===== config.mk =====
export PLATFORM = sky130hd
export DESIGN_NAME = fetch_sequencer
export DESIGN_NICKNAME = d
export VERILOG_FILES = /design/src/rtl/fetch_sequencer_pkg.sv /design/src/rtl/fetch_skid_buffer.sv /design/src/rtl/fetch_sequencer.sv
export SDC_FILE = /design/constraint.sdc
export NUM_CORES = 1
export LEC_CHECK = 0
export BUFFER_PORTS_ARGS = -buffer_cell sky130_fd_sc_hd__buf_4
export CORE_UTILIZATION = 50
export DETAILED_ROUTE_END_ITERATION = 12
export HOLD_SLACK_MARGIN = 0.05
export MAX_ROUTING_LAYER = met4
export PLACE_DENSITY = 0.76
export SLEW_MARGIN = 5
export SYNTH_ARGS = -nofsm -noshare
export SYNTH_HDL_FRONTEND = slang
export SYNTH_SLANG_ARGS = --single-unit

===== constraint.sdc =====
create_clock -name CLK -period 5.1 [get_ports CLK]
set_input_delay 0.765 -clock CLK [delete_from_list [all_inputs] [get_ports CLK]]
set_output_delay 0.765 -clock CLK [all_outputs]
set_load 0.05 [all_outputs]

===== src/rtl/fetch_sequencer_pkg.sv =====
// ----------------------------------------------------------------------------
// fetch_sequencer_pkg
// Shared definitions for the MIPS fetch sequencer: reset vector, instruction
// size, sequencer state encoding and the IF/ID payload layout.
// No ports (package).
// ----------------------------------------------------------------------------
package fetch_sequencer_pkg;

    localparam logic [31:0] RESET_VECTOR = 32'h0040_0000;
    localparam logic [31:0] INSTR_BYTES  = 32'd4;

    typedef enum logic [1:0] {
        BOOT   = 2'd0,
        FETCH  = 2'd1,
        IDLE   = 2'd2,
        HALTED = 2'd3
    } fetchState_e;

    // One fetched instruction together with the address after it.
    typedef struct packed {
        logic [31:0] instr;
        logic [31:0] pcPlus4;
    } ifidEntry_t;

endpackage


===== src/rtl/fetch_skid_buffer.sv =====
// ----------------------------------------------------------------------------
// fetch_skid_buffer
// One-entry holding register for an instruction that arrived from memory while
// IF/ID was stalled with a valid instruction.
// Ports:
//   CLK, RESET_N  clock, asynchronous active-low reset
//   clear         empty the buffer (highest priority)
//   load          capture loadEntry and mark full
//   drain         mark empty (entry consumed by IF/ID)
//   loadEntry     {instr, pcPlus4} to capture
//   full          buffer holds an entry
//   entry         buffered {instr, pcPlus4}
// ----------------------------------------------------------------------------
module fetch_skid_buffer
    import fetch_sequencer_pkg::*;
(
    input  logic       CLK,
    input  logic       RESET_N,
    input  logic       clear,
    input  logic       load,
    input  logic       drain,
    input  ifidEntry_t loadEntry,
    output logic       full,
    output ifidEntry_t entry
);

    logic       fullQ;
    ifidEntry_t entryQ;

    always_ff @(posedge CLK or negedge RESET_N) begin
        if (!RESET_N) begin
            fullQ <= 1'b0;
        end else if (clear) begin
            fullQ <= 1'b0;
        end else if (load) begin
            fullQ <= 1'b1;
        end else if (drain) begin
            fullQ <= 1'b0;
        end
    end

    // NOTE: the payload has no reset; it is never observed while fullQ is 0,
    // so only the valid flag needs one.
    always_ff @(posedge CLK) begin
        if (load) begin
            entryQ <= loadEntry;
        end
    end

    assign full  = fullQ;
    assign entry = entryQ;

endmodule


===== src/rtl/fetch_sequencer.sv =====
// ----------------------------------------------------------------------------
// fetch_sequencer
// Owns the fetch PC and the IF/ID register of the MIPS pipeline and sequences
// instruction-memory requests. Redirects follow delay-slot semantics: the
// instruction after a branch/jump is always fetched, then the target.
// Ports:
//   CLK, RESET_N         clock, asynchronous active-low reset
//   Stall                hazard unit holds IF/ID this cycle
//   Redirect_Valid       taken branch/jump for the IF/ID instruction
//   Redirect_Target      destination (bits [1:0] ignored)
//   Halt                 decode saw a halt
//   IMem_Req/IMem_Addr   registered fetch request and address
//   IMem_Ack/IMem_Data   memory response (may coincide with the request)
//   Fetch_Valid/Fetch_Instr/Fetch_PCPlus4   IF/ID register
//   Halted               sequencer stopped until reset
//   Err_BranchInDelay    sticky: redirect arrived while one was pending
// ----------------------------------------------------------------------------
module fetch_sequencer
    import fetch_sequencer_pkg::*;
(
    input  logic        CLK,
    input  logic        RESET_N,
    input  logic        Stall,
    input  logic        Redirect_Valid,
    input  logic [31:0] Redirect_Target,
    input  logic        Halt,
    output logic        IMem_Req,
    output logic [31:0] IMem_Addr,
    input  logic        IMem_Ack,
    input  logic [31:0] IMem_Data,
    output logic        Fetch_Valid,
    output logic [31:0] Fetch_Instr,
    output logic [31:0] Fetch_PCPlus4,
    output logic        Halted,
    output logic        Err_BranchInDelay
);

    fetchState_e state;
    logic        imemReqQ;
    logic [31:0] imemAddrQ;
    logic        fetchValidQ;
    ifidEntry_t  ifidQ;
    logic        haltedQ;
    logic        errQ;
    logic        pendValidQ;
    logic [31:0] pendTargetQ;
    logic        haltPendQ;

    logic        accept;
    logic        haltNow;
    logic        halting;
    logic        enterHalt;
    logic        redirNow;
    logic        canLoad;
    logic [31:0] seqAddr;
    logic [31:0] redirTarget;
    ifidEntry_t  acceptEntry;

    logic        skidLoad;
    logic        skidDrain;
    logic        skidFull;
    ifidEntry_t  skidEntry;

    assign accept      = imemReqQ & IMem_Ack;
    assign haltNow     = Halt & ~Stall & (state != HALTED);
    // Once a halt is seen it stays in force until the outstanding request acks.
    assign halting     = haltNow | haltPendQ;
    assign enterHalt   = halting & (~imemReqQ | accept);
    assign redirNow    = Redirect_Valid & ~Stall;
    assign canLoad     = ~Stall | ~fetchValidQ;
    assign seqAddr     = imemAddrQ + INSTR_BYTES;
    assign redirTarget = Redirect_Target & ~32'h0000_0003;
    assign acceptEntry = '{instr: IMem_Data, pcPlus4: seqAddr};

    // NOTE: every signal assigned in this block gets a default first, so no
    // latch can be inferred whichever branch is taken.
    always_comb begin
        skidLoad  = 1'b0;
        skidDrain = 1'b0;
        if (!halting) begin
            skidLoad  = accept & ~canLoad;
            skidDrain = canLoad & skidFull;
        end
    end

    fetch_skid_buffer uSkid (
        .CLK       (CLK),
        .RESET_N   (RESET_N),
        .clear     (enterHalt),
        .load      (skidLoad),
        .drain     (skidDrain),
        .loadEntry (acceptEntry),
        .full      (skidFull),
        .entry     (skidEntry)
    );

    // NOTE: all state below is assigned with non-blocking <= so every register
    // samples the pre-edge values regardless of statement order.
    always_ff @(posedge CLK or negedge RESET_N) begin
        if (!RESET_N) begin
            state       <= BOOT;
            imemReqQ    <= 1'b0;
            imemAddrQ   <= RESET_VECTOR;
            fetchValidQ <= 1'b0;
            ifidQ       <= '0;
            haltedQ     <= 1'b0;
            errQ        <= 1'b0;
            pendValidQ  <= 1'b0;
            pendTargetQ <= '0;
            haltPendQ   <= 1'b0;
        end else if (state == HALTED) begin
            imemReqQ <= 1'b0;
        end else if (halting) begin
            // Decode consumed the halting instruction; nothing new is loaded
            // and any data still arriving is discarded.
            fetchValidQ <= 1'b0;
            if (enterHalt) begin
                state     <= HALTED;
                imemReqQ  <= 1'b0;
                haltedQ   <= 1'b1;
                haltPendQ <= 1'b0;
            end else begin
                haltPendQ <= 1'b1;
            end
        end else begin
            // IF/ID: skid entry first, then freshly accepted data.
            if (canLoad) begin
                if (skidFull) begin
                    ifidQ       <= skidEntry;
                    fetchValidQ <= 1'b1;
                end else if (accept) begin
                    ifidQ       <= acceptEntry;
                    fetchValidQ <= 1'b1;
                end else if (!Stall) begin
                    fetchValidQ <= 1'b0;
                end
            end

            // Fetch address. The accept in the redirect cycle is the delay
            // slot; with a full skid the delay slot is already fetched; else
            // the target waits for the next accept.
            if (accept) begin
                if (pendValidQ) begin
                    imemAddrQ  <= pendTargetQ;
                    pendValidQ <= 1'b0;
                end else if (redirNow) begin
                    imemAddrQ <= redirTarget;
                end else begin
                    imemAddrQ <= seqAddr;
                end
            end else if (redirNow && !pendValidQ) begin
                if (skidFull) begin
                    imemAddrQ <= redirTarget;
                end else begin
                    pendValidQ  <= 1'b1;
                    pendTargetQ <= redirTarget;
                end
            end

            if (redirNow && pendValidQ) begin
                errQ <= 1'b1;
            end

            case (state)
                BOOT: begin
                    state    <= FETCH;
                    imemReqQ <= 1'b1;
                end
                FETCH: begin
                    if (accept) begin
                        state    <= Stall ? IDLE : FETCH;
                        imemReqQ <= ~Stall;
                    end
                end
                IDLE: begin
                    if (!Stall && !skidFull) begin
                        state    <= FETCH;
                        imemReqQ <= 1'b1;
                    end
                end
                default: begin
                    imemReqQ <= 1'b0;
                end
            endcase
        end
    end

    assign IMem_Req          = imemReqQ;
    assign IMem_Addr         = imemAddrQ;
    assign Fetch_Valid       = fetchValidQ;
    assign Fetch_Instr       = ifidQ.instr;
    assign Fetch_PCPlus4     = ifidQ.pcPlus4;
    assign Halted            = haltedQ;
    assign Err_BranchInDelay = errQ;

endmodule


==> metrics.md, run 1 <==
| Metric | Value |
|---|---|
| Status | `finished clean` |
| Post-CTS setup buffer count | `0` |
| Final ANT Viol Nets | `0` |
| CP startpoint | `pendValidQ` |
| TritonCTS clock tree | `built` |
| Inst Count DP | `1168` |
| Post-cts resize count | `0` |
| DRT Wirelength | `22400 µm` |
| First-pass GRT wire length | `35700 µm` |
| R2r endpoint | `IMem_Addr[14]` |
| Total core area | `0.0175 mm²` |
| Post-route design area | `0.0110 mm²` |
| Commonest cells after routing, fill and taps aside | `buf_4, dfrtp_1, o21ai_0, nand2_1, edfxtp_1` |
| CP max stage delay | `1.01 ns` |
| First DRT Iteration DRCs | `763` |
| Final Hold Viols | `0` |
| Busiest grt layer | `met2` |
| H-tree Lvls | `4` |
| Asr flop ratio synth | `67.9%` |
| Die X | `136 µm` |
| Root Buffer | `clkbuf_16` |
| Critical Path End | `IMem_Addr[14]` |
| Worst slew margin | `22.2%` |
| # setup viols final | `0` |
| Global Route met1 Usage | `35.9%` |
| P&R area growth vs syn | `21.4%` |
| Crit end category | `register` |
| Crit-path slowest cell | `dfrtp_1` |
| Longest Clk Path Bufs | `2` |
| Vias | `7083` |
| Vias in the first global route | `6755` |
| Worst-path cell chain | `inv_1, nor2_1, a22oi_1, o31a_1, o21ai_0` |
| Worst path depth | `5` |
| Mapped Area | `0.00903 mm²` |
| Hpwl dp | `15100 µm` |
| Register clock-pin slew on the reported worst setup and hold paths | `0.07 ns` |
| Fin nets | `1033` |
| DRT Pass-1 Iters | `5` |
| Yosys reg bits | `193` |
| Final Max Slew Viols | `0` |
| Slew @ Worst Pin | `1.16 ns` |
| Crit path DAT | `3.35 ns` |
| R2r setup slk | `2.11 ns` |
| Worst setup path category | `reg -> reg` |
| CTS sink count | `193` |
| Worst Path Required | `5.46 ns` |
| Hold slack | `0.466 ns` |
| Routability cong. | `0.896` |
| CP max FO | `28` |
| Gr ovfl total | `0` |
| Row cnt | `48` |
| RSZ-0062 raised after global routing | `false` |
| Routing usage on met3 | `5.52%` |
| Antenna cells | `0` |
| Share of layout cells above drive strength 1 | `27.0%` |
| Place WS | `1.82 ns` |
| WL per Instance | `18.6 µm` |
| Sequential element share of the synthesized area | `56.9%` |
| Setup TNS | `0 ns` |
| Max-Cap Viols | `0` |
| Input/output buffers | `163` |
| CP top delay family | `flip-flops` |
| Die footprint | `0.0186 mm²` |
| R2r worst-path depth | `5` |
| Initial antenna violation count | `0` |
| Worst setup SP type | `register` |
| FMAX | `334 MHz` |
| # IOs | `170` |
| VDD IR max | `0.000242 V` |
| TritonCTS buffer count | `17` |
| Leakage Power | `0.00467 µW` |
| Pin count of the biggest net entering global routing | `104` |
| Average vias per placed instance | `5.90` |
| Die height | `136 µm` |
| Syn Inst Count | `829` |
| Total track usage | `25.9%` |
| # DRC | `0` |
| Worst min-delay path category | `in -> async` |
| Ys Warns | `0` |
| Final Worst Setup Slack | `2.11 ns` |
| Clk_skew | `0.0116 ns` |
| Effective utilization at floorplan | `51.7%` |
| Unique masters post-synth | `61` |
| Final period demand of the worst path | `2.99 ns` |
| Met2 usage | `37.3%` |
| Post-synth EDFFs | `62` |
| Syn_area_per_cell | `10.9 µm²` |
| CP bufs+invs | `1` |
| Commonest non-fill, non-tap cell in the layout | `buf_4` |
| Post-synth top flop | `dfrtp_1` |
| Tcrit/Tclk final | `58.6%` |
| Crit Reg-Reg Startpoint | `pendValidQ` |
| Dpl cell area | `0.0104 mm²` |
| Skew-Pair Late Insertion Delay | `0.44 ns` |
| PD cells | `285 mW/mm²` |
| Fin cells | `1200` |
| Hold buffers post-CTS | `0` |
## sequential cells by signal, summed over array words and instances, names as in the netlist
name / count
pendValidQ: 1
haltPendQ: 1
Fetch_PCPlus4: 30
Halted: 1
IMem_Addr: 30
Fetch_Valid: 1
pendTargetQ: 30
state: 2
uSkid.entry: 62
IMem_Req: 1
Fetch_Instr: 32
uSkid.full: 1
Err_BranchInDelay: 1
## layout make-up
cell class	count	area [µm²]
fillers	1441	6520
flip-flops and latches	193	5140
multi-input cells	566	3610
repair buffers	172	1290
clock buffers	17	425
well taps	225	282
clock inverters	15	164
inverters	12	45.0
## cell usage after synthesis, types with 9 or more instances
cell	instances	share of area, %
nand3_1	17	0.94
or2_2	9	0.62
dfrtp_1	130	36
a21oi_1	19	1.1
and3_1	11	0.76
a22oi_1	10	0.83
nor3_1	27	1.5
nor2_1	39	1.6
mux2i_1	37	4.1
edfxtp_1	62	21
clkbuf_1	46	1.9
o31ai_1	15	1.2
o21ai_1	9	0.50
inv_1	11	0.46
nand2_1	89	3.7
nor4_1	16	1.1
o21ai_0	101	5.6
mux2_2	36	4.5
nand2b_1	9	0.62
## how the worst min path moves through the flow
stage | end | slack [ns] | start | cells after the start
6_report | Halted | 0.47 | RESET_N | 1
5_1_grt | Halted | 0.48 | Halted | 1
4_1_cts | Halted | 0.47 | Halted | 1
3_5_place_dp | Halted | 0.45 | Halted | 1
3_3_place_gp | Halted | 0.45 | Halted | 1
2_1_floorplan | Err_BranchInDelay | 0.47 | RESET_N | 0
## cells by family after synthesis
family          count (synthesis)  synth area share [%]
compound gates                228                  16.1
xor+xnor                       15                  1.46
fa+ha+maj                       1                 0.139
buf+inv                        73                  3.49
flops                         193                  56.9
mux                            73                  8.59
other cells                     1                0.0415
simple gates                  245                  13.2
## per-layer routing
metal / up-vias / routed length [µm]
li1: 3347 / -
met1: 3329 / 9990
met2: 370 / 9970
met3: 37 / 1920
met4: 0 / 482
met5: - / 0
## worst register-to-register path: stages (launching register included)
cell and delay [ns]:
dfrtp_1 1.01, inv_1 0.35, nor2_1 0.93, a22oi_1 0.31
o31a_1 0.18, o21ai_0 0.13
## per-stage QoR
stage	utilization, %	power [µW]
3_5_place_dp	59.3	1820
2_1_floorplan	-	1720
3_3_place_gp	59.3	1810
5_1_grt	62.7	3230
4_1_cts	62.7	3140
6_report	62.7	3130
## report_power, final
part           switching (µW)  leakage (µW)  internal, µW
combinational            90.4       0.00210          67.5
sequential               15.4       0.00228          1610
clock                     641      0.000289           700
total                     747       0.00467          2380
Note: power is estimated with default switching activity, not from simulation.
==> inputs of run 2 (changes only) <==
--- a/config.mk
+++ b/config.mk
@@ -5,6 +5,7 @@
 export SDC_FILE = /design/constraint.sdc
 export NUM_CORES = 1
 export LEC_CHECK = 0
+export ABC_AREA = 1
 export BUFFER_PORTS_ARGS = -buffer_cell sky130_fd_sc_hd__buf_4
 export CORE_UTILIZATION = 50
 export DETAILED_ROUTE_END_ITERATION = 12
==> constraint.sdc (replaced) <==
create_clock -name CLK -period 2.6 [get_ports CLK]
set_input_delay 0.39 -clock CLK [delete_from_list [all_inputs] [get_ports CLK]]
set_output_delay 0.39 -clock CLK [all_outputs]
set_load 0.05 [all_outputs]
==> metrics.md, run 2 <==
| Metric | Value |
|---|---|
| Status | `finished clean (unchanged)` |
| # setup viols final | `0 (unchanged)` |
| H-tree Lvls | `4 (unchanged)` |
| PD cells | `529 mW/mm² (was 285 mW/mm²)` |
| Top cell by count, worst path | `nand2_1` |
| Worst Path Required | `2.92 ns (was 5.46 ns)` |
| FMAX | `485 MHz (was 334 MHz)` |
| Worst setup path category | `reg -> reg (unchanged)` |
| Pin count of the biggest net entering global routing | `64 (was 104)` |
| Top-area cell type share of the netlist area | `35.6% (was 36.0%)` |
| Post-synth EDFFs | `62 (unchanged)` |
| Reported net switching power | `1370 µW (was 747 µW)` |
| Crit path DAT | `2.39 ns (was 3.35 ns)` |
| Dpl cell area | `0.0105 mm² (was 0.0104 mm²)` |
| First-pass GRT wire length | `36500 µm (was 35700 µm)` |
| Vias in the first global route | `7213 (was 6755)` |
| Combinational group share of total power | `3.5% (was 5.1%)` |
| CP max FO | `6 (was 28)` |
| Hold buffers post-CTS | `1 (was 0)` |
| Mapped Area | `0.00913 mm² (was 0.00903 mm²)` |
| Max-Cap Viols | `0 (unchanged)` |
| Yosys reg bits | `193 (unchanged)` |
| Final Max Slew Viols | `0 (unchanged)` |
| Clock share of power | `43.4% (was 42.9%)` |
| Commonest non-fill, non-tap cell in the layout | `nand2_1 (was buf_4)` |
| Share of layout cells above drive strength 1 | `18.7% (was 27.0%)` |
| Root Buffer | `clkbuf_16 (unchanged)` |
| Routability cong. | `0.893 (was 0.896)` |
| Fin nets | `1308 (was 1033)` |
| DRT Wirelength | `22600 µm (was 22400 µm)` |
| Antenna cells | `0 (unchanged)` |
| Tcrit/Tclk final | `79.4% (was 58.6%)` |
| TritonCTS buffer count | `17 (unchanged)` |
| Post-cts resize count | `0 (unchanged)` |
| Post-synth top flop | `dfrtp_1 (unchanged)` |
| Final Hold Viols | `0 (unchanged)` |
| Setup TNS | `0 ns (unchanged)` |
| Slew @ Worst Pin | `0.711 ns (was 1.16 ns)` |
| Pint | `4520 µW (was 2380 µW)` |
| WL per Instance | `15.3 µm (was 18.6 µm)` |
| Syn_area_per_cell | `8.37 µm² (was 10.9 µm²)` |
| Post-synth top area cell | `dfrtp_1 (unchanged)` |
| RSZ-0062 raised after global routing | `false (unchanged)` |
| Clk_skew | `0.00881 ns (was 0.0116 ns)` |
| CTS sink count | `193 (unchanged)` |
| Sequential element share of the synthesized area | `56.3% (was 56.9%)` |
| Initial antenna violation count | `0 (unchanged)` |
| Top-count cell post-synth | `nand2_1 (was dfrtp_1)` |
| # IOs | `170 (unchanged)` |
| Worst setup SP type | `register (unchanged)` |
| Worst-path cell chain | `ha_1, nand2_1, nor2_2, nand2_1, nor2_2, nand2_1, nand2_1, nand2_1, nand2_1, nand2_1, nand2_1, nand2_1 (was inv_1, nor2_1, a22oi_1, o31a_1, o21ai_0)` |
| Ys Warns | `0 (unchanged)` |
| Register area | `0.00514 mm² (about the same)` |
| Hpwl dp | `15600 µm (was 15100 µm)` |
| P&R area growth vs syn | `22.0% (was 21.4%)` |
| Skew-Pair Late Insertion Delay | `0.43 ns (was 0.44 ns)` |
| Gr ovfl total | `0 (unchanged)` |
| Post-route design area | `0.0111 mm² (was 0.0110 mm²)` |
| Final ANT Viol Nets | `0 (unchanged)` |
| First DRT Iteration DRCs | `633 (was 763)` |
| CP max stage delay | `0.46 ns (was 1.01 ns)` |
| Worst min-delay path category | `in -> reg (was in -> async)` |
| Die X | `137 µm (was 136 µm)` |
| Crit-path slowest cell | `dfrtp_1 (unchanged)` |
| Row cnt | `49 (was 48)` |
| Effective utilization at floorplan | `51.0% (was 51.7%)` |
| Unique masters post-synth | `40 (was 61)` |
| Max FFs per register | `62 (unchanged)` |
| Final period demand of the worst path | `2.06 ns (was 2.99 ns)` |
| Input/output buffers | `163 (unchanged)` |
| Filler cell count in the final layout | `1501 (was 1441)` |
| Leakage Power | `0.00534 µW (was 0.00467 µW)` |
| Register clock-pin slew on the reported worst setup and hold paths | `0.08 ns (was 0.07 ns)` |
| Commonest cells after routing, fill and taps aside | `nand2_1, buf_4, nor2_1, dfrtp_1, inv_1 (was buf_4, dfrtp_1, o21ai_0, nand2_1, edfxtp_1)` |
| Longest Clk Path Bufs | `2 (unchanged)` |
| Die footprint | `0.0188 mm² (was 0.0186 mm²)` |
| Asr flop ratio synth | `67.9% (unchanged)` |
| Total core area | `0.0179 mm² (was 0.0175 mm²)` |
| Worst slew margin | `52.6% (was 22.2%)` |
| Syn Inst Count | `1090 (was 829)` |
| Post-CTS setup buffer count | `0 (unchanged)` |
| DRT Pass-1 Iters | `5 (unchanged)` |
| Sequential power share | `53.1% (was 52.0%)` |
| Synth top cells by count | `nand2_1, nor2_1, dfrtp_1 (was dfrtp_1, o21ai_0, nand2_1)` |
| Average vias per placed instance | `5.22 (was 5.90)` |
| Vias | `7717 (was 7083)` |
| VDD IR max | `0.000426 V (was 0.000242 V)` |
| TritonCTS clock tree | `built (unchanged)` |
| Dominant cells by area after synthesis | `dfrtp_1, edfxtp_1, nand2_1, nor2_1, o21ai_1 (was dfrtp_1, edfxtp_1, o21ai_0, mux2_2, mux2i_1)` |
| # DRC | `0 (unchanged)` |
| CP bufs+invs | `0 (was 1)` |
| Area of the multi-input gates | `0.00342 mm² (was 0.00361 mm²)` |
| Total track usage | `25.9% (about the same)` |
| Die height | `137 µm (was 136 µm)` |
| CP top delay family | `simple AND/OR/NAND/NOR gates (was flip-flops)` |
| Sw Ratio | `23.3% (was 23.9%)` |
| Crit end category | `register (unchanged)` |
## run 2: cell types whose count changed in the layout (fill, tap and decap cells not counted), moves of 22 or more
cell | before | now
nor3_1 | 26 | 0
mux2_2 | 36 | 0
a31oi_1 | 7 | 35
nand3_1 | 17 | 39
nor2_1 | 39 | 145
o21ai_1 | 8 | 66
inv_1 | 11 | 77
nand2_1 | 88 | 362
mux2i_1 | 37 | 0
o21ai_0 | 101 | 31
## run 2: layout make-up
| cell class | instances | share of cell area (%) |
|---|---|---|
| sequential | 193 | 46.2 |
| multi-input combinational | 763 | 30.7 |
| timing repair buffer | 179 | 12.5 |
| clock buffer | 18 | 3.95 |
| inverter | 83 | 2.80 |
| tap | 229 | 2.57 |
| clock inverter | 14 | 1.25 |
## run 2: path summary, 6_finish.rpt
kind	slack, ns	end	depth (start not counted)	from
hold reg to reg	0.47	Halted	2	Halted
hold / removal	0.14	uSkid.entry[63]	1	IMem_Data[31]
setup reg to reg	0.54	IMem_Addr[26]	12	IMem_Addr[3]
setup / recovery	0.54	IMem_Addr[26]	12	IMem_Addr[3]
min in group asynchronous	0.55	Fetch_Instr[15]	2	RESET_N
max in group asynchronous	1.24	IMem_Addr[22]	3	RESET_N
## run 2: power groups by stage
stage	sequential [µW]	combinational, µW	clock (µW)
floorplan	3190	62.3	0
global route	3120	233	2700
global placement	3190	205	0
finish	3130	207	2550
CTS	3130	209	2600
detailed placement	3190	207	0
## run 2: logic make-up after synthesis
group	share of synthesized area (%)
simple gates	25.2
flops	56.3
compound gates	11.3
buf+inv	6.44
xor+xnor	0.576
fa+ha+maj	0.137
other cells	0.0411
## run 2: layer usage
layer	track usage (%)	vias up	part of all wire [%]
met4	7.02	0	1.3
met2	39.3	301	46
met1	36.2	3554	46
met5	-	-	0
li1	-	3838	-
met3	4.00	24	7.0
## run 2: through the flow
step	total power [µW]	instances	utilization (%)	hold slack, ns	setup WS [ns]
6_report	5880	1479	62.2	0.139	0.536
5_1_grt	6060	1479	62.2	0.124	0.342
4_1_cts	5930	1479	62.2	0.122	0.553
3_5_place_dp	3400	1446	58.9	0.453	0.473
3_3_place_gp	3390	1446	58.9	0.450	0.500
2_1_floorplan	3250	1093	-	0.0944	0.151
==> inputs of run 3 (changes only) <==
--- a/config.mk
+++ b/config.mk
@@ -5,7 +5,7 @@
 export SDC_FILE = /design/constraint.sdc
 export NUM_CORES = 1
 export LEC_CHECK = 0
-export ABC_AREA = 1
+export ABC_AREA = 0
 export BUFFER_PORTS_ARGS = -buffer_cell sky130_fd_sc_hd__buf_4
 export CORE_UTILIZATION = 50
 export DETAILED_ROUTE_END_ITERATION = 12
==> constraint.sdc (replaced) <==
create_clock -name CLK -period 1.7 [get_ports CLK]
set_input_delay 0.255 -clock CLK [delete_from_list [all_inputs] [get_ports CLK]]
set_output_delay 0.255 -clock CLK [all_outputs]
set_load 0.05 [all_outputs]
==> metrics.md, run 3 (synthesis gave the netlist of run 1 again) <==
| Metric | Value |
|---|---|
| DRT Wirelength | `36700 µm (was 22600 µm)` |
| Tcrit/Tclk final | `132% (was 79.4%)` |
| Worst slew margin | `64.5% (was 52.6%)` |
| Die height | `136 µm (was 137 µm)` |
| WL met1 | `13100 µm (was 10300 µm)` |
| Vias in the first global route | `8327 (was 7213)` |
| DRT Pass-1 Iters | `6 (was 5)` |
| Total core area | `0.0175 mm² (was 0.0179 mm²)` |
| VDD IR max | `0.000726 V (was 0.000426 V)` |
| Place WS | `-0.458 ns (was 0.473 ns)` |
| H-tree Lvls | `4 (unchanged)` |
| PD cells | `655 mW/mm² (was 529 mW/mm²)` |
| Die footprint | `0.0186 mm² (was 0.0188 mm²)` |
| Worst-path cell chain | `nand4_1, or3_4, buf_6, nor3_4, o21ai_1, a221o_1 (was ha_1, nand2_1, nor2_2, nand2_1, nor2_2, nand2_1, nand2_1, nand2_1, nand2_1, nand2_1, nand2_1, nand2_1)` |
| Max FFs per register | `62 (unchanged)` |
| Commonest non-fill, non-tap cell in the layout | `buf_4 (was nand2_1)` |
| # DRC | `0 (unchanged)` |
| CTS sink count | `193 (unchanged)` |
| Hpwl dp | `18600 µm (was 15600 µm)` |
| Tot Pwr | `9700 µW (was 5880 µW)` |
| WL per Instance | `25.6 µm (was 15.3 µm)` |
| TritonCTS clock tree | `built (unchanged)` |
| Effective utilization at floorplan | `51.7% (was 51.0%)` |
| Clk_skew | `0.0142 ns (was 0.00881 ns)` |
| WL met2 | `17700 µm (was 10400 µm)` |
| First DRT Iteration DRCs | `1371 (was 633)` |
| Fin nets | `1267 (was 1308)` |
| Total track usage | `33.4% (was 25.9%)` |
| Antenna cells | `0 (unchanged)` |
| First-pass GRT wire length | `45400 µm (was 36500 µm)` |
| Initial antenna violation count | `0 (unchanged)` |
| Top Layer Used | `met4 (unchanged)` |
| Inst Count DP | `1305 (was 1446)` |
| TritonCTS buffer count | `17 (unchanged)` |
| Worst setup path category | `reg -> reg (unchanged)` |
| Register clock-pin slew on the reported worst setup and hold paths | `0.08 ns (about the same)` |
| Root Buffer | `clkbuf_16 (unchanged)` |
| Status | `complete, but fails checks (was finished clean)` |
| Metal3 WL | `3560 µm (was 1580 µm)` |
| Gr ovfl total | `0 (unchanged)` |
| Worst setup SP type | `register (unchanged)` |
| P&R area growth vs syn | `64.1% (was 22.0%)` |
| # IOs | `170 (unchanged)` |
| Max-Cap Viols | `0 (unchanged)` |
| Slew @ Worst Pin | `0.527 ns (was 0.711 ns)` |
| CP max stage delay | `0.57 ns (was 0.46 ns)` |
| Final ANT Viol Nets | `0 (unchanged)` |
| Fin util | `84.8% (was 62.2%)` |
| Routability cong. | `0.914 (was 0.893)` |
| Final period demand of the worst path | `2.25 ns (was 2.06 ns)` |
| Leakage Power | `0.00639 µW (was 0.00534 µW)` |
| CP max FO | `5 (was 6)` |
| RSZ-0062 raised after global routing | `true (was false)` |
| Skew-Pair Late Insertion Delay | `0.45 ns (was 0.43 ns)` |
| Final Max Slew Viols | `0 (unchanged)` |
| Share of layout cells above drive strength 1 | `54.3% (was 18.7%)` |
| Failing checks | `setup timing` |
| Pin count of the biggest net entering global routing | `47 (was 64)` |
| Longest Clk Path Bufs | `2 (unchanged)` |
| Average vias per placed instance | `6.49 (was 5.22)` |
| FMAX | `444 MHz (was 485 MHz)` |
| Final Hold Viols | `0 (unchanged)` |
| Die X | `136 µm (was 137 µm)` |
| Crit path DAT | `2.57 ns (was 2.39 ns)` |
| Worst min-delay path category | `in -> reg (unchanged)` |
| Vias | `9313 (was 7717)` |
| Fin cells | `1434 (was 1479)` |
| Input/output buffers | `163 (unchanged)` |
| Worst Path Required | `2.02 ns (was 2.92 ns)` |
| Row cnt | `48 (was 49)` |
| Final Worst Setup Slack | `-0.552 ns (was 0.536 ns)` |
| Commonest cells after routing, fill and taps aside | `buf_4, dfrtp_1, edfxtp_1, nand2_1 (was nand2_1, buf_4, nor2_1, dfrtp_1, inv_1)` |
| Crit end category | `register (unchanged)` |
| # setup viols final | `140 (was 0)` |
| Crit-path slowest cell | `or3_4 (was dfrtp_1)` |
## run 3: final cells by class
class	instances	area, µm²
clock buffer	17	425
clock inverter	15	166
fill	791	2670
inverter	12	48.8
multi-input combinational	572	5000
sequential	193	5180
tap	225	282
timing repair buffer	400	3710
## run 3: critical path: cells and delay by family, from the launching register on
| kind | cells | cell delay (ns) |
|---|---|---|
| and+or+nand+nor | 3 | 1.15 |
| AOI/OAI and AO/OA | 2 | 0.41 |
| DFF | 1 | 0.39 |
| buffers and inverters | 1 | 0.15 |
## run 3: path summary, 6_finish.rpt
| kind | slack (ns) | to | start | cells after the start |
|---|---|---|---|---|
| setup reg to reg | -0.55 | IMem_Addr[30] | IMem_Addr[20] | 6 |
| hold / removal | 0.05 | pendTargetQ[2] | Redirect_Target[2] | 2 |
| max in group asynchronous | 0.77 | IMem_Addr[18] | RESET_N | 3 |
| setup / recovery | -0.55 | IMem_Addr[30] | IMem_Addr[20] | 6 |
| min in group asynchronous | 0.33 | Fetch_PCPlus4[2] | RESET_N | 2 |
| hold reg to reg | 0.47 | Halted | Halted | 1 |
## run 3: metrics by stage
step | area [µm²] | setup TNS [ns] | hold slack (ns)
2_1_floorplan | 9470 | -92.58 | -0.0406
3_3_place_gp | 11900 | -19.17 | 0.236
3_5_place_dp | 11900 | -24.00 | 0.241
4_1_cts | 13600 | -13.26 | 0.0510
5_1_grt | 14800 | -35.82 | 0.0480
6_report | 14800 | -30.67 | 0.0546
## run 3: per-layer routing
layer	up-vias	GRT usage (%)
li1	3821	-
met1	4508	42.1
met2	733	53.5
met3	251	6.23
met4	0	12.7
met5	-	-
## run 3: timing repair
item,in CTS,in global routing
pin swaps,15,87
setup buffers,23,23
endpoints found under the hold margin,75,0
cloned,7,15
resized for setup,105,234
endpoints found under the setup margin,139,143
hold buffers,36,0
## run 3: power by group
group          leakage [µW]  switching, µW  total, µW  internal (µW)
Clock              0.000282           2100       4070           1980
Sequential          0.00225           35.3       4870           4830
Combinational       0.00386            413        763            350
